**src/rtl/rgb_pkg.sv**
```systemverilog
// Shared types and channel indices for the RGB cross-fade PWM stage.
package rgb_pkg;

    typedef enum logic [1:0] {
        ST_OFF  = 2'd0,
        ST_RISE = 2'd1,
        ST_ON   = 2'd2,
        ST_FALL = 2'd3
    } fade_state_t;

    localparam int unsigned R      = 0;
    localparam int unsigned G      = 1;
    localparam int unsigned B      = 2;
    localparam int unsigned NUM_CH = 3;

    function automatic logic is_fading(input fade_state_t st);
        return (st == ST_RISE) || (st == ST_FALL);
    endfunction

endpackage

```
**src/rtl/rgb_fade_pwm_channel.sv**
```systemverilog
// One colour channel: fade FSM, duty register and registered active-low pin.
module fade_channel
    import rgb_pkg::*;
#(
    parameter int unsigned PWM_BITS = 8
) (
    input  logic                clk,
    input  logic                rst_n,
    input  logic                target_i,
    input  logic                tick_i,
    input  logic [PWM_BITS-1:0] pwm_cnt_i,
    output logic                pin_o,
    output logic                busy_o
);

    localparam logic [PWM_BITS-1:0] DUTY_MAX  = {PWM_BITS{1'b1}};
    localparam logic [PWM_BITS-1:0] DUTY_ZERO = {PWM_BITS{1'b0}};
    localparam logic [PWM_BITS-1:0] DUTY_ONE  = PWM_BITS'(1'b1);

    fade_state_t         state_q, state_d;
    logic [PWM_BITS-1:0] duty_q,  duty_d;
    logic                pin_q;
    logic                lit_s;

    // State, duty and pin registers
    always_ff @(posedge clk or negedge rst_n) begin
        if (!rst_n) begin
            state_q <= ST_OFF;
            duty_q  <= DUTY_ZERO;
            pin_q   <= 1'b1;
        end else begin
            state_q <= state_d;
            duty_q  <= duty_d;
            pin_q   <= ~lit_s;
        end
    end

    // Next state; a reversal edge never moves duty, and the saturating
    // compares keep a reversal at duty 0 from underflowing.
    always_comb begin
        state_d = state_q;
        duty_d  = duty_q;
        case (state_q)
            ST_OFF: begin
                duty_d = DUTY_ZERO;
                if (target_i) state_d = ST_RISE;
                else          state_d = ST_OFF;
            end
            ST_RISE: begin
                if (!target_i) begin
                    state_d = ST_FALL;
                end else if (tick_i) begin
                    if (duty_q >= DUTY_MAX - DUTY_ONE) begin
                        duty_d  = DUTY_MAX;
                        state_d = ST_ON;
                    end else begin
                        duty_d  = duty_q + DUTY_ONE;
                    end
                end else begin
                    state_d = ST_RISE;
                end
            end
            ST_ON: begin
                duty_d = DUTY_MAX;
                if (!target_i) state_d = ST_FALL;
                else           state_d = ST_ON;
            end
            ST_FALL: begin
                if (target_i) begin
                    state_d = ST_RISE;
                end else if (tick_i) begin
                    if (duty_q <= DUTY_ONE) begin
                        duty_d  = DUTY_ZERO;
                        state_d = ST_OFF;
                    end else begin
                        duty_d  = duty_q - DUTY_ONE;
                    end
                end else begin
                    state_d = ST_FALL;
                end
            end
            default: begin
                state_d = ST_OFF;
                duty_d  = DUTY_ZERO;
            end
        endcase
    end

    // Outputs: full duty is forced lit so there is no one-count dark gap
    always_comb begin
        lit_s  = (duty_q == DUTY_MAX) || (pwm_cnt_i < duty_q);
        busy_o = is_fading(state_q);
        pin_o  = pin_q;
    end

endmodule

```
**src/rtl/rgb_fade_pwm.sv**
```systemverilog
// Three-channel cross-fading PWM driver for the active-low RGB LED pins.
module rgb_fade_pwm
    import rgb_pkg::*;
#(
    parameter int unsigned PWM_BITS      = 8,
    parameter int unsigned STEP_INTERVAL = 46875
) (
    input  logic clk,
    input  logic rst_n,
    input  logic red,
    input  logic green,
    input  logic blue,
    output logic RGB_R,
    output logic RGB_G,
    output logic RGB_B,
    output logic busy
);

    localparam int unsigned STEP_W = (STEP_INTERVAL > 1) ? $clog2(STEP_INTERVAL) : 1;
    localparam logic [STEP_W-1:0] STEP_LAST = STEP_W'(STEP_INTERVAL - 1);

    logic [PWM_BITS-1:0] pwm_cnt_q, pwm_cnt_d;
    logic [STEP_W-1:0]   step_q,    step_d;
    logic                tick_s;
    logic [NUM_CH-1:0]   tgt_s, pin_s, ch_busy_s;

    // Free-running PWM counter and duty-step timebase
    always_ff @(posedge clk or negedge rst_n) begin
        if (!rst_n) begin
            pwm_cnt_q <= {PWM_BITS{1'b0}};
            step_q    <= {STEP_W{1'b0}};
        end else begin
            pwm_cnt_q <= pwm_cnt_d;
            step_q    <= step_d;
        end
    end

    // Counter next-state and tick decode
    always_comb begin
        tick_s    = (step_q == STEP_LAST);
        step_d    = tick_s ? {STEP_W{1'b0}} : step_q + STEP_W'(1'b1);
        pwm_cnt_d = pwm_cnt_q + PWM_BITS'(1'b1);
    end

    assign tgt_s[R] = red;
    assign tgt_s[G] = green;
    assign tgt_s[B] = blue;

    for (genvar i = 0; i < NUM_CH; i++) begin : g_ch
        fade_channel #(
            .PWM_BITS (PWM_BITS)
        ) u_ch (
            .clk       (clk),
            .rst_n     (rst_n),
            .target_i  (tgt_s[i]),
            .tick_i    (tick_s),
            .pwm_cnt_i (pwm_cnt_q),
            .pin_o     (pin_s[i]),
            .busy_o    (ch_busy_s[i])
        );
    end

    assign RGB_R = pin_s[R];
    assign RGB_G = pin_s[G];
    assign RGB_B = pin_s[B];
    assign busy  = |ch_busy_s;

endmodule
```
**config.mk**
```make
export PLATFORM = sky130hd
export DESIGN_NAME = rgb_fade_pwm
export DESIGN_NICKNAME = d
export VERILOG_FILES = /design/src/rtl/rgb_pkg.sv /design/src/rtl/rgb_fade_pwm_channel.sv /design/src/rtl/rgb_fade_pwm.sv
export SDC_FILE = /design/constraint.sdc
export NUM_CORES = 1
export LEC_CHECK = 0
export ABC_AREA = 1
export BUFFER_PORTS_ARGS = -buffer_cell sky130_fd_sc_hd__buf_4
export CAP_MARGIN = 20
export CORE_MARGIN = 2
export CORE_UTILIZATION = 55
export DETAILED_ROUTE_END_ITERATION = 6
export PLACE_DENSITY = 0.71
export SLEW_MARGIN = 20
export SYNTH_ARGS = -nofsm -noshare
export SYNTH_HDL_FRONTEND = slang
export SYNTH_HIERARCHICAL = 1
export SYNTH_SLANG_ARGS = --single-unit
```
**constraint.sdc**
```tcl
create_clock -name clk -period 3.45 [get_ports clk]
set_clock_uncertainty 0.15 [all_clocks]
set_input_delay 0.345 -clock clk [delete_from_list [all_inputs] [get_ports clk]]
set_output_delay 0.345 -clock clk [all_outputs]
set_load 0.005 [all_outputs]
```
* After elaboration in Yosys (flattened, before gate mapping)
Cells that the tools add are included.
Word-level totals: bits in registers 57, input bits 5, output and inout bits 4, logic and storage cells 127
Operators by class: add/sub/neg operators 8, order comparisons 9, eq/ne operators 31, muxes and demuxes 49, bitwise gates (word level) 3, reductions and logical operators 16
Operator list (number):
- 8-bit two-way mux | 18
- 8-bit one-hot mux with 4 select lines | 3
- 2-bit two-way mux | 18
- 8-bit by 1-bit adder with 8-bit output (second input constant) | 4
- 8-bit equality test (second input constant) | 3
- 8-bit >= comparator (second input constant) | 3
- 8-bit by 1-bit less-or-equal comparator with 1-bit output (second input constant) | 3
- 8-bit < comparator | 3
- 2-bit one-hot mux with 4 select lines | 3
- 8-bit by 1-bit subtractor with 8-bit output (second input constant) | 3
- 2-bit != test (second input constant) | 10
- 16-bit by 1-bit adder with 16-bit output (second input constant) | 1
- 16-bit equality test (second input constant) | 1
- 16-bit two-way mux | 1
- 4-bit by 3-bit != test with 1-bit output (second input constant) | 4
- 2-bit equality test (second input constant) | 6
- 4-bit AND reduction | 3
- 4-bit != test (second input constant) | 2
- 2-bit by 1-bit equality test with 1-bit output (second input constant) | 3
- 2-bit logical NOT | 3
- 1-bit logical OR | 6
- 1-bit two-way mux | 6
- 2-bit AND reduction | 3
- 2-bit by 1-bit != test with 1-bit output (second input constant) | 2
- 2 further kinds | 4

* Longest topological paths before layout
depth in word-level cells 5, mapped depth 11

* Hierarchy
The synthesis kept the hierarchy.
Modules (own cells, without submodules):
- fade_channel | times used 3, cells each 178, area an instance 1189.9 µm², seq. area each 276.5 µm²
- rgb_fade_pwm | times used 1, cells each 156, area an instance 1262.5 µm², seq. area each 600.6 µm²

* Worst setup path after synthesis
OpenSTA, ideal clock, no wires.
path kind register to register, start register step_q[0], end register g_ch[0].u_ch.state_q[0], arrival time 1.772 ns, setup slack 1.401 ns, stages on the path, launching flop included 11, path buffers 0, clock period less this slack 2.049 ns, path through dfrtp_1 > inv_1 > ha_1 > nand3_1 > nand3b_1 > nor2_4 > inv_1 > o21ai_1 > o211ai_1 > a21oi_1 > nand3b_1
On the way: word-level cells in the longest chain between the ends 4, elaborated cells on any way between the ends 9, those cells by class eq/ne (3); mux (5); reduce/logical (1)
Ends and longest elaborated chain:
- start: declaration | line rgb_fade_pwm.sv:23 | logic [STEP_W-1:0] step_q, step_d;
- start signal: assignment | line rgb_fade_pwm.sv:31 | step_q <= {STEP_W{1'b0}};
- start signal: assignment | line rgb_fade_pwm.sv:34 | step_q <= step_d;
- 16-bit equality test (*) | line rgb_fade_pwm.sv:40 | tick_s = (step_q == STEP_LAST);
- net tick_s | line rgb_fade_pwm.sv:24 | logic tick_s;
- 2-bit two-way mux, on equally long branches | line rgb_fade_pwm_channel.sv:71, rgb_fade_pwm_channel.sv:52
- 2-bit two-way mux, on equally long branches | line rgb_fade_pwm_channel.sv:69, rgb_fade_pwm_channel.sv:50
- 2-bit one-hot mux with 4 select lines | line rgb_fade_pwm_channel.sv:43 | case (state_q)
- end signal: assignment | line rgb_fade_pwm_channel.sv:32 | state_q <= state_d;
- end: declaration | line rgb_fade_pwm_channel.sv:20 | fade_state_t state_q, state_d;
The timed path passes the listed nets; every way through them passes the cells marked *. A chain may end at the register's enable or synchronous reset.

* Worst setup path in the final report
start register step_q[0], end register g_ch[1].u_ch.state_q[0]
On the way: word-level cells in the longest chain between the ends 4, elaborated cells on any way between the ends 9, those cells by class eq/ne (3); mux (5); reduce/logical (1)
Ends and longest elaborated chain (line):
- 16-bit equality test (*) | rgb_fade_pwm.sv:40
- net tick_s | rgb_fade_pwm.sv:24
- 2-bit two-way mux, on equally long branches | rgb_fade_pwm_channel.sv:71, rgb_fade_pwm_channel.sv:52
- 2-bit two-way mux, on equally long branches | rgb_fade_pwm_channel.sv:69, rgb_fade_pwm_channel.sv:50
- 2-bit one-hot mux with 4 select lines | rgb_fade_pwm_channel.sv:43
- end signal: assignment | rgb_fade_pwm_channel.sv:32
- end: declaration | rgb_fade_pwm_channel.sv:20
Marks and branches as above.

==> metrics.txt <==
status=finished clean; initial antenna violation count=0; Max VDD drop=0.0004139 V; Slew headroom=0.5097; Area after DPL=4915 um2; reg2reg start=step_q[0]; asr flop ratio synth=1.000; Clk Latency, worst-skew pair=0.34 ns; Sequential Power Share=0.283; IO Port Bufs=8; net load switching power=1.999 mW; Die X=97.73 um; r2r setup slk=1.04 ns; Post-DP HPWL=7892 um; Max clock buf depth=2; cts hold-fix bufs=1; Synth cell types=30; Starting Density=0.5595; kind of critical path=flip-flop to flip-flop; fmax=415.0 MHz; syn_area_per_cell=7.003 um2; worst setup path endpoint=g_ch[1].u_ch/state_q[0]; wire per inst=13.12 um; post-route cell area=5145 um2; DR pass1 iterations=6; Hold WC Path Type=primary input to flip-flop; period utilisation layout=0.6984; CTS tree=yes; gr ovfl total=0; Final Net Count=739; Die Area=9551 um2; initial drt markers=188; final hold violations=0; Synth warnings=6; min Tclk post-route=2.410 ns; die height=97.73 um; Area growth, synth to finish=6.473%; Post-synth EDFFs=0; # H-tree levels=3; Post-Synthesis Net Count=731; Pleak=2.558 nW; CP endpoint kind=flip-flop; Post-Syn Area=4832 um2; sequential area share after synthesis=0.2960; area of the multi-input gates=2952 um2; # Max-Cap Violations=0; Comb pwr share=0.543; max-slew violations=0; cts repair resizes=0; DRC violations left=0; actual transition at the worst max-transition pin=0.7354 ns; first-pass GRT wire length=18980 um; # diodes=0; Req. time, crit path=3.51 ns; CP max FO=15; GRT Util Overall=0.2390; leading area contributor after synthesis=dfrtp_1; via-per-instance ratio=5.393; post-route ant nets=0; root buffer cell=clkbuf_8; synthesized instance count=690; CTS sink cnt=57; CTS Buf Count=9; fraction of layout cells with a size suffix above 1=0.1266; clk slew on worst S/H paths=0.07 ns; postcts setup bufs=0; Core Box Area=8636 um2; CP Data Arrival Time=2.47 ns; Yosys reg bits=57; Internal=2.082 mW; row count=34; Setup TNS=0 ns; top-area cell type share of the netlist area=0.2796; Reg area=1430 um2; unrepaired setup endpoints after global routing=false; sw frac=0.4899; DRT Wirelength=10640 um; num ports=9; startpoint class of the critical path=flip-flop; FF-to-FF path depth=10; Vias=4374; final setup vio count=0; largest net degree at the start of global routing=58; Top FF cell, synth=dfrtp_1; Crit. Startpoint=step_q[0]; main area contributors after synthesis=dfrtp_1 28%, nand2_1 16%, ha_1 9.3%, inv_1 6.3%, nand3_1 6.1%; PwrDens=793.2 nW/um2; Final GP Congestion=0.9426; number of global-route vias before repair=4186; fill count=809; RR Endpoint=g_ch[1].u_ch/state_q[0]; Clk pwr share=0.174
[power by group through the flow]
stage               logic, mW  registers (mW)  clock network, mW
floorplan                1.92            1.04                  0
global placement         2.14            1.16                  0
detailed placement       2.20            1.16                  0
CTS                      2.21            1.15              0.735
global route             2.55            1.18              0.763
finish                   2.22            1.16              0.708
[worst max-delay path: stages, from the launching register on]
cell and delay (ns):
dfrtp_1 0.41, inv_1 0.10, ha_1 0.17, nand3_1 0.07, nand3b_1 0.21, nor2_4 0.37
inv_1 0.13, o21ai_1 0.26, o211ai_1 0.13, a21oi_1 0.17, nand3b_1 0.10
[synth_stat cells, types with 4 or more instances]
master	n
a21oi_1	19
nor3_1	7
nand3_2	7
nor2_4	13
o21ai_1	28
nor2_1	68
ha_1	36
inv_2	9
dfrtp_1	54
nand2_1	200
o21ai_0	10
nand2_2	4
buf_6	9
o21ai_2	9
xor2_1	19
nand4_1	8
nand3_1	59
nor2_2	15
xnor2_1	8
nand3b_1	4
inv_1	81
[final cells by class]
class                      instances  share of cell area
clock buffer                      11             0.02748
inverter                          90             0.06566
tap                              108             0.02626
multi-input combinational        531              0.5737
sequential                        57              0.2780
clock inverter                     5             0.01532
timing repair buffer               9             0.01362
[layer usage]
metal  vias to the layer above  GRT usage  routed length [um]
met3                        15    0.04581                 561
met5                         -          0                   0
met1                      2009     0.3101                4787
met2                       136     0.3989                5115
li1                       2214          -                   -
met4                         0    0.08761                 176
[state kept, by name, summed over array words and instances (netlist names)]
name               flops
g_ch.u_ch/pin_o        3
step_q                16
g_ch.u_ch/duty_q      24
pwm_cnt_q              8
g_ch.u_ch/state_q      6
[cell usage in the layout, fill, tap and decap left out, types with 2 or more instances in the layout]
cell / n
nor2_4: 13
nand3b_1: 4
nor2_2: 15
nand3_2: 7
nand2_2: 4
inv_2: 9
nand3_1: 59
bufinv_16: 2
xor2_1: 19
a211oi_1: 3
o21ai_1: 28
clkbuf_8: 10
nor3_2: 3
a21oi_1: 19
ha_1: 36
nor2_1: 68
o211ai_1: 3
o21ai_0: 10
nand4_1: 8
nor3_1: 7
buf_4: 8
nand2_1: 200
o31a_1: 3
dfstp_2: 3
clkinv_2: 2
inv_1: 81
o21ai_2: 9
nand2_4: 3
dfrtp_1: 54
xnor2_1: 8
[worst min path at each step]
stage	startpoint	to	slack, ns	cells past startpoint
floorplan	rst_n	g_ch[0].u_ch/duty_q[0]	-0.10	0
global placement	rst_n	g_ch[1].u_ch/duty_q[7]	0.31	1
detailed placement	rst_n	g_ch[1].u_ch/duty_q[7]	0.31	1
CTS	red	g_ch[0].u_ch/state_q[0]	0.12	3
global route	red	g_ch[0].u_ch/state_q[0]	0.15	3
finish	red	g_ch[0].u_ch/state_q[0]	0.14	3
[stage by stage]
step | setup slack, ns | hold slack [ns] | std cells | power [mW] | util
finish | 1.040 | 0.1428 | 811 | 4.081 | 0.5958
global route | 0.8360 | 0.1459 | 811 | 4.493 | 0.5958
CTS | 1.051 | 0.1214 | 811 | 4.101 | 0.5958
detailed placement | 1.068 | 0.3061 | 794 | 3.360 | 0.5691
global placement | 1.187 | 0.3053 | 794 | 3.304 | 0.5691
floorplan | 1.401 | -0.1006 | 690 | 2.961 | -
[kinds of logic (layout without fill, tap and decap cells)]
family / Yosys count / in the layout / synth area share
fa+ha+maj: 36 / 36 / 0.09322
xor+xnor: 27 / 27 / 0.04894
flops: 57 / 57 / 0.2960
compound gates: 76 / 76 / 0.09166
simple gates: 392 / 392 / 0.3770
buf+inv: 102 / 115 / 0.09322
Note: power is estimated with default switching activity, not from simulation.
